==> src/rtl/md_pkg.sv <==
// Shared definitions for the multiply/divide step sequencer:
// state encoding, AD function codes, ADB / AR / MQ select codes.
package md_pkg;

  // Sequencer states. DIV_CHK is only reachable when the divide overflow
  // pre-check is built in.
  typedef enum logic [2:0] {
    IDLE     = 3'd0,
    MUL_STEP = 3'd1,
    DIV_STEP = 3'd2,
    DIV_FIX  = 3'd3,
    DONE     = 3'd4,
    DIV_CHK  = 3'd5
  } md_state_e;

  // AD function codes (octal, as written in the microcode listings)
  localparam logic [6:0] AD_A   = 7'o37;
  localparam logic [6:0] AD_APB = 7'o06;
  localparam logic [6:0] AD_AMB = 7'o51;

  // ADA select: AR onto the A side
  localparam logic [3:0] ADA_AR = 4'd0;

  // ADB select codes
  localparam logic [2:0] ADB_FM    = 3'd0;
  localparam logic [2:0] ADB_BR_X2 = 3'd1;
  localparam logic [2:0] ADB_BR    = 3'd2;
  localparam logic [2:0] ADB_AR_X4 = 3'd3;

  // MQ shifter controls
  localparam logic [1:0] USR_LOAD = 2'd0;
  localparam logic [1:0] USR_SHL  = 2'd1;
  localparam logic [1:0] USR_SHR  = 2'd2;
  localparam logic [1:0] USR_HOLD = 2'd3;

  // MQM mux: ADX bits into MQ
  localparam logic [1:0] MQM_ADX = 2'd0;

  // AR / ARX half select codes
  localparam logic [2:0] AR_SEL_HOLD    = 3'd0;
  localparam logic [2:0] AR_SEL_AD      = 3'd2;
  localparam logic [2:0] AR_SEL_AD_X2   = 3'd5;
  localparam logic [2:0] AR_SEL_AD_DIV4 = 3'd7;

endpackage

==> src/rtl/md_booth_dec.sv <==
// Radix-4 Booth recoder: {MQ[34], MQ[35], previous MQ[34]} -> AD function
// and ADB select. Purely combinational.
module md_booth_dec
  import md_pkg::*;
(
  input  logic [2:0] triple,
  output logic [6:0] cram_ad,
  output logic [2:0] cram_adb
);

  // Recode the bit triple into add/subtract of BR or 2*BR
  always_comb begin
    cram_ad  = AD_A;
    cram_adb = ADB_BR;
    case (triple)
      3'b000, 3'b111: begin cram_ad = AD_A;   cram_adb = ADB_BR;    end
      3'b001, 3'b010: begin cram_ad = AD_APB; cram_adb = ADB_BR;    end
      3'b011:         begin cram_ad = AD_APB; cram_adb = ADB_BR_X2; end
      3'b100:         begin cram_ad = AD_AMB; cram_adb = ADB_BR_X2; end
      3'b101, 3'b110: begin cram_ad = AD_AMB; cram_adb = ADB_BR;    end
      default:        begin cram_ad = AD_A;   cram_adb = ADB_BR;    end
    endcase
  end

endmodule

==> src/rtl/md_step_seq.sv <==
// EBOX multiply/divide step sequencer. Drives the AD/ADA/ADB, AR/ARX and
// MQ/MQM controls each step and consumes MQ low bits, AD sign and AD carry.
// Radix-4 Booth multiply (2 bits/step), non-restoring divide (1 bit/step).
// Optional build macro MD_DIV_OVF_CHECK_EN adds a one-cycle divide overflow
// pre-check (DIV_CHK); without it div_ovf is tied low.
module md_step_seq
  import md_pkg::*;
#(
  parameter int STEP_W    = 6,
  parameter int MUL_STEPS = 18,
  parameter int DIV_STEPS = 36
) (
  input  logic              clk,
  input  logic              reset_n,
  input  logic              start,
  input  logic              op_div,
  input  logic              abort,
  input  logic [0:1]        mq_low,     // MQ[34:35], MQ[34] at index 0
  input  logic              ad_sign,
  input  logic              ad_cry0,
  output logic [6:0]        cram_ad,
  output logic [3:0]        cram_ada,
  output logic [2:0]        cram_adb,
  output logic [2:0]        arl_sel,
  output logic [2:0]        arr_sel,
  output logic              ar_load,
  output logic [2:0]        arxl_sel,
  output logic [2:0]        arxr_sel,
  output logic              arx_load,
  output logic [1:0]        mq_sel,
  output logic [1:0]        mqm_sel,
  output logic              mqm_en,
  output logic              busy,
  output logic              done,
  output logic              div_ovf,
  output logic [STEP_W-1:0] step_count
);

  md_state_e          state_reg, state_next;
  logic [STEP_W-1:0]  step_count_reg;
  logic               booth_prev_reg;
  logic               q_prev_reg;
  logic               busy_reg;
  logic               done_reg;
  logic               last_step;
  logic               start_ok;
  logic [6:0]         booth_ad;
  logic [2:0]         booth_adb;

  assign last_step = (step_count_reg <= STEP_W'(1));
  assign start_ok  = start && !abort;

  md_booth_dec u_booth (
    .triple   ({mq_low[0], mq_low[1], booth_prev_reg}),
    .cram_ad  (booth_ad),
    .cram_adb (booth_adb)
  );

  // Next-state and per-step data path controls; hold values by default
  always_comb begin
    state_next = state_reg;
    cram_ad    = AD_A;
    cram_ada   = ADA_AR;
    cram_adb   = ADB_BR;
    arl_sel    = AR_SEL_HOLD;
    arr_sel    = AR_SEL_HOLD;
    ar_load    = 1'b0;
    arxl_sel   = AR_SEL_HOLD;
    arxr_sel   = AR_SEL_HOLD;
    arx_load   = 1'b0;
    mq_sel     = USR_HOLD;
    mqm_sel    = MQM_ADX;
    mqm_en     = 1'b0;

    case (state_reg)
      IDLE: begin
        if (start_ok) begin
          if (op_div) begin
`ifdef MD_DIV_OVF_CHECK_EN
            state_next = DIV_CHK;
`else
            state_next = DIV_STEP;
`endif
          end else begin
            state_next = MUL_STEP;
          end
        end
      end

      MUL_STEP: begin
        // AD>>2 into AR, low ADX bits shift into the top of MQ
        cram_ad  = booth_ad;
        cram_adb = booth_adb;
        arl_sel  = AR_SEL_AD_DIV4;
        arr_sel  = AR_SEL_AD_DIV4;
        ar_load  = 1'b1;
        mq_sel   = USR_LOAD;
        mqm_sel  = MQM_ADX;
        mqm_en   = 1'b1;
        if (last_step) state_next = DONE;
      end

      DIV_STEP: begin
        // Subtract while the partial remainder is non-negative, else add back
        cram_ad  = q_prev_reg ? AD_AMB : AD_APB;
        cram_adb = ADB_BR;
        arl_sel  = AR_SEL_AD_X2;
        arr_sel  = AR_SEL_AD_X2;
        ar_load  = 1'b1;
        mq_sel   = USR_SHL;
        if (last_step) state_next = ad_sign ? DIV_FIX : DONE;
      end

      DIV_FIX: begin
        // Final remainder was negative: add the divisor back once
        cram_ad  = AD_APB;
        cram_adb = ADB_BR;
        arl_sel  = AR_SEL_AD;
        arr_sel  = AR_SEL_AD;
        ar_load  = 1'b1;
        state_next = DONE;
      end

`ifdef MD_DIV_OVF_CHECK_EN
      DIV_CHK: begin
        // Trial subtract of the divisor from the high dividend, nothing loaded
        cram_ad  = AD_AMB;
        cram_adb = ADB_BR;
        state_next = ad_cry0 ? DONE : DIV_STEP;
      end
`endif

      DONE: state_next = IDLE;

      default: state_next = IDLE;
    endcase

    // Abort cancels any operation and also beats a simultaneous start
    if (abort) state_next = IDLE;
  end

  // State, step counter and recode/quotient history registers
  always_ff @(posedge clk) begin
    if (!reset_n) begin
      state_reg      <= IDLE;
      step_count_reg <= '0;
      booth_prev_reg <= 1'b0;
      q_prev_reg     <= 1'b0;
      busy_reg       <= 1'b0;
      done_reg       <= 1'b0;
    end else begin
      state_reg <= state_next;
      busy_reg  <= (state_next != IDLE);
      done_reg  <= (state_next == DONE);
      case (state_reg)
        IDLE: begin
          if (start_ok) begin
            step_count_reg <= op_div ? STEP_W'(DIV_STEPS) : STEP_W'(MUL_STEPS);
            booth_prev_reg <= 1'b0;
            q_prev_reg     <= 1'b1;
          end
        end
        MUL_STEP: begin
          booth_prev_reg <= mq_low[0];
          if (step_count_reg != '0) step_count_reg <= step_count_reg - STEP_W'(1);
        end
        DIV_STEP: begin
          q_prev_reg <= ~ad_sign;
          if (step_count_reg != '0) step_count_reg <= step_count_reg - STEP_W'(1);
        end
        default: ;
      endcase
    end
  end

`ifdef MD_DIV_OVF_CHECK_EN
  logic div_ovf_reg;

  // Overflow flag: cleared by an accepted start, set by a failed pre-check
  always_ff @(posedge clk) begin
    if (!reset_n) begin
      div_ovf_reg <= 1'b0;
    end else if (state_reg == IDLE && start_ok) begin
      div_ovf_reg <= 1'b0;
    end else if (state_reg == DIV_CHK && ad_cry0 && !abort) begin
      div_ovf_reg <= 1'b1;
    end
  end

  assign div_ovf = div_ovf_reg;
`else
  logic unused_cry0;
  assign unused_cry0 = ad_cry0;
  assign div_ovf     = 1'b0;
`endif

  assign busy       = busy_reg;
  assign done       = done_reg;
  assign step_count = step_count_reg;

endmodule

==> config.mk <==
export PLATFORM = sky130hd
export DESIGN_NAME = md_step_seq
export DESIGN_NICKNAME = d
export VERILOG_FILES = /design/src/rtl/md_pkg.sv /design/src/rtl/md_booth_dec.sv /design/src/rtl/md_step_seq.sv
export SDC_FILE = /design/constraint.sdc
export NUM_CORES = 1
export LEC_CHECK = 0
export ABC_CLOCK_PERIOD_IN_PS = 1250
export CAP_MARGIN = 20
export CORE_ASPECT_RATIO = 1.5
export CORE_MARGIN = 4
export CORE_UTILIZATION = 37
export CTS_CLUSTER_DIAMETER = 60
export DETAILED_ROUTE_END_ITERATION = 7
export GPL_TIMING_DRIVEN = 1
export PLACE_DENSITY = 0.77
export SLEW_MARGIN = 40
export SYNTH_ARGS = -nofsm -noshare
export SYNTH_HDL_FRONTEND = slang
export SYNTH_HIERARCHICAL = 1
export SYNTH_SLANG_ARGS = --single-unit
==> constraint.sdc <==
create_clock -name clk -period 1.25 [get_ports clk]
set_input_delay 0.1875 -clock clk [delete_from_list [all_inputs] [get_ports clk]]
set_output_delay 0.1875 -clock clk [all_outputs]
set_load 0.05 [all_outputs]
# Word-level counts from Yosys, hierarchy flattened
# Memories as Yosys holds them, arrays and structs flattened.
# Cells that the tools add are included.
# Widths: inputs -> output; s select.
totals:
  register_bits: 13
  mem_bits_ro: 64
  inputBits: 9
  output_inout_bits: 42
  wordCells: 51
  n_memories: 1
mem_list:
  columns: ["name", "words", "word_bits", "rd", "rd_clocked_by_memory_dff", "write_ports", "line", "source"]
  rows:
  - ["(no name shown)", 8, 8, 1, 0, 0, "md_booth_dec.sv:15", "case (triple)"]
classes:
  n_addsub: 1
  n_lt_le_gt_ge: 1
  n_eq_ne: 6
  muxes: 22
  bitwise_logic: 1
  n_reduce_logical: 13
op_table:
  columns: ["cell", "n"]
  rows:
  - ["$mux 6", 4]
  - ["$pmux 7 s3", 1]
  - ["$mux 3", 6]
  - ["$pmux 3 s4", 1]
  - ["$pmux 6 s2", 1]
  - ["$pmux 3 s3", 1]
  - ["$eq 3x2->1 const B", 2]
  - ["$le 6x1->1 const B", 1]
  - ["$reduce_bool 2->1", 3]
  - ["$reduce_bool 6->1", 1]
  - ["$sub 6x1->6 const B", 1]
  - ["$mux 1", 4]
  - ["$pmux 1 s2", 2]
  - ["$pmux 2 s2", 1]
  - ["$reduce_and 2->1", 2]
  - ["$eq 3x1->1 const B", 1]
  - ["$eq 3x3->1 const B", 1]
  - ["$logic_not 3->1", 1]
  - ["$reduce_and 3->1", 1]
  - ["$reduce_bool 3->1", 1]
  - ["$reduce_or 3->1", 1]
  - ["$mux 2", 1]
  - ["$ne 2x1->1 const B", 1]
  - ["$ne 2x2->1 const B", 1]
  - ["4 further kinds", 4]

# Logic depth before layout (Yosys ltp)
depth:
  word_depth: 6
  depth_mapped: 6
  depth_no_buf: 6

# Cells and area by module
# Netlist, hierarchy kept.
by_module_without_submodules:
  columns: ["module", "n_inst", "cells_each", "area_per_inst_um2", "seq_area_each_um2"]
  rows:
  - ["md_step_seq", 1, 124, 965.9, 260.2]
  - ["md_booth_dec", 1, 14, 98.8, 0.0]

# Worst setup path after synthesis
# OpenSTA, ideal clock, no wires.
synth_timing:
  path_kind: "reg-to-output"
  start: "reg state_reg[0]"
  end: "out cram_adb[0]"
  t_arrival_ns: 2.472
  required_ns: 1.062
  slack_ns: -1.409
  stages_incl_launch_ff: 6
  path_buffers: 1
  path_cell_list: "dfxtp_1 buf_4 and2b_1 nand2b_1 inv_1 and2_1"
synth_between:
  elab_chain_cells: 2
synth_rtl:
  columns: ["element", "line", "source"]
  rows:
  - ["from (decl)", "md_step_seq.sv:39", "md_state_e state_reg, state_next;"]
  - ["from (signal assigned)", "md_step_seq.sv:152", "state_reg <= state_next;"]
  - ["$eq 3x1->1", "md_step_seq.sv:75", "case (state_reg)"]
  - ["$mux 3", "md_step_seq.sv:75", null]
  - ["to (decl)", "md_step_seq.sv:23", "output logic [2:0] cram_adb,"]
# No other way between the ends.

# Worst setup path after layout
layout_timing:
  start: "reg state_reg[2]"
  end: "out cram_ad[2]"
layout_between:
  elab_chain_cells: 2
  elab_cells_between_ends: 4
  classes_between: "eq/ne: 3; mux: 1"
layout_rtl:
  columns: ["element", "line", "source"]
  rows:
  - ["$eq 3x2->1 / $eq 3x1->1 (equally long branches)", "md_step_seq.sv:75", null]
  - ["$pmux 7 s3 *", "md_step_seq.sv:75", null]
  - ["to (decl)", "md_step_seq.sv:21", "output logic [6:0] cram_ad,"]
# Every way passes the cells marked *; elsewhere a longest branch is shown, timed or not.

==> flow_summary.yaml <==
run_status:
  status: "complete, but fails checks"
  violations: "negative setup slack"
synth:
  ys_seq_area_frac: 0.2444
  ys_seq_elements: 13
  synth-edff-count: 0
  yosysWarnings: 6
  yosys_most_used_dff: "dfxtp_1"
  ys_types: 40
  synth.avg_cell_area_um2: 7.716
  synthCells: 138
  synthArstFlopShare: 0
  syn_area_mm2: 0.001065
worst_setup_path:
  worstPathRequired_ns: 1.06
  crit_arrival_ns: 1.43
  crit_type: "reg2out"
  cp_max_fo: 4
  cp-start-kind: "flop"
  cp-end-kind: "output port"
die:
  dieArea_mm2: 0.003818
  die_x_um: 51.80
  ios: 51
  start_util: 0.3936
  die_height_um: 73.70
  core_mm2: 0.002705
  std_cell_rows: 23
pwr:
  power.share.clock: 0.217
  ir_drop_mv: 0.6136
  p_leak_nw: 1.055
  p_sw_frac: 0.4065
  p_switching_w: 0.0007243
  p_comb_frac: 0.529
  p_int_w: 0.001058
  power.density_mw_per_mm2: 701.2
  seqPwrFrac: 0.254
final_layout:
  final_cell_count_no_fill: 263
  final_util: 0.9394
  antennaDiodeCount: 0
  largest_register_ffs: 6
  area.growth.synth_to_final_pct: 138.7
  fin_nets: 239
  design_area_mm2: 0.002541
  layout-drive-gt1-share: 0.7257
placement:
  dpl_cell_area_mm2: 0.002022
  gp_congestion: 0.8988
  placed_cells: 237
  port_buffers: 33
  place_ws_ns: -0.4983
  hpwl_um: 2794
timing:
  hold_violations: 0
  period_minus_slack_ns: 1.616
  setup_tns_ns: -8.176
  fmax_mhz: 618.7
  setup_viol: 31
  rsz0062_at_grt: "true"
  fin_ws_ns: -0.3663
  period_share: 1.293
  final_max_slew_viol_count: 0
  finClkSkew_ns: 0.001682
grt:
  grt_usage: 0.2471
  grt_start_max_net_pins: 8
  antenna_found_initial: 0
  grt_pass1_vias: 1439
  grt_pass1_wl_um: 6851
  grt-ovfl-total: 0
routing:
  vias: 1450
  vias_per_cell: 5.513
  ant_nets: 0
  drt-initial-drc-count: 61
  drtPass1Iterations: 6
  wirelength_um: 6156
  drc: 0
  wire_per_inst_um: 23.41
clocking:
  clk_latency_ns: 0.24
  clock-root-buffer: "clkbuf_8"
  cts_max_level: 1
  path_clk_slew_ns: 0.06
  cts_buffers: 3
  cts_max_path_buffers: 2
  cts_tree: "done"
  clock_sinks: 13
min_path:
  hold_path_class: "reg2reg"
flow_run:
  cap_violations: 0
[worst max-delay path, stage by stage (launching register included)]
cell and delay, ns:
dfxtp_4 0.36, and2b_4 0.27, nand2b_4 0.07, buf_6 0.13
o21a_4 0.20, buf_12 0.14
[power groups by stage]
stage	clock [W]	sequential, W	combinational (W)
floorplan	0	0.000511	0.000399
global placement	0	0.000462	0.000689
detailed placement	0	0.000464	0.000705
CTS	0.000381	0.000451	0.000778
global route	0.000400	0.000454	0.000969
finish	0.000386	0.000453	0.000943
[cells in the mapped netlist (2+ instances only)]
| library cell | count | share of area |
|---|---|---|
| a211o_1 | 2 | 0.016 |
| a21oi_1 | 7 | 0.033 |
| a31oi_1 | 5 | 0.029 |
| and2_1 | 4 | 0.023 |
| and3_1 | 2 | 0.012 |
| buf_4 | 23 | 0.16 |
| conb_1 | 2 | 0.0071 |
| dfxtp_1 | 13 | 0.24 |
| ha_1 | 3 | 0.035 |
| inv_1 | 9 | 0.032 |
| nand2_1 | 12 | 0.042 |
| nand2b_1 | 3 | 0.018 |
| nand3_1 | 7 | 0.033 |
| nor2_1 | 8 | 0.028 |
| nor3_1 | 3 | 0.014 |
| o21a_1 | 3 | 0.021 |
| o21ai_0 | 9 | 0.042 |
[final cells by class]
| class | count | area (um^2) |
|---|---|---|
| clock buffers | 4 | 45.04 |
| fillers | 87 | 163.9 |
| multi-input cells | 105 | 998.5 |
| well taps | 37 | 46.29 |
| inverters | 9 | 42.54 |
| flip-flops and latches | 13 | 287.8 |
| repair buffers | 95 | 1121 |
[cells by family (layout without fill, tap and decap cells)]
group | Yosys count | count (layout) | synth area share
DFF | 13 | 13 | 0.2444
buffers and inverters | 34 | 108 | 0.2080
muxes | 2 | 2 | 0.02350
and+or+nand+nor | 49 | 49 | 0.2468
adders and majority gates | 3 | 3 | 0.03526
other | 2 | 16 | 0.007053
AOI/OAI and AO/OA | 33 | 33 | 0.2009
xor gates and xnor gates | 2 | 2 | 0.03408
[routing by layer]
metal,GRT usage,vias to the layer above,share of wire
li1,-,615,-
met5,0,-,0
met1,0.2314,678,0.32
met2,0.4858,110,0.56
met3,0.03854,47,0.055
met4,0.1399,0,0.068
[placed cells by master, fill, tap and decap left out, types with 5 or more instances in the layout]
cell type and instances:
buf_4 44, buf_12 26, buf_6 18, conb_1 16, nor2_4 6, dfxtp_4 6
nand2_1 5, a21oi_2 5, clkdlybuf4s50_1 5
[through the flow]
step	total power, W	hold slack (ns)
after floorplan	0.0009100	0.2995
after global placement	0.001151	0.5280
after detailed placement	0.001169	0.5292
after CTS	0.001609	0.5374
after global routing	0.001824	0.5552
final	0.001782	0.5667
[final timing paths]
check	from	end	slack [ns]	depth (start not counted)
hold / removal	step_count[4]$_SDFFE_PN0P_	step_count[4]$_SDFFE_PN0P_	0.57	2
setup / recovery	state_reg[2]$_SDFF_PN0_	cram_ad[2]	-0.37	5
hold reg to reg	step_count[4]$_SDFFE_PN0P_	step_count[4]$_SDFFE_PN0P_	0.57	2
setup reg to reg	state_reg[0]$_SDFF_PN0_	step_count[5]$_SDFFE_PN0P_	-0.35	6
[what timing repair did]
item / CTS / global route
gates resized for setup: 33 / 47
hold buffers: 0 / 0
pin swaps: 21 / 12
endpoints found under the setup margin: 31 / 31
setup buffers: 10 / 13
Note: power is estimated with default switching activity, not from simulation.
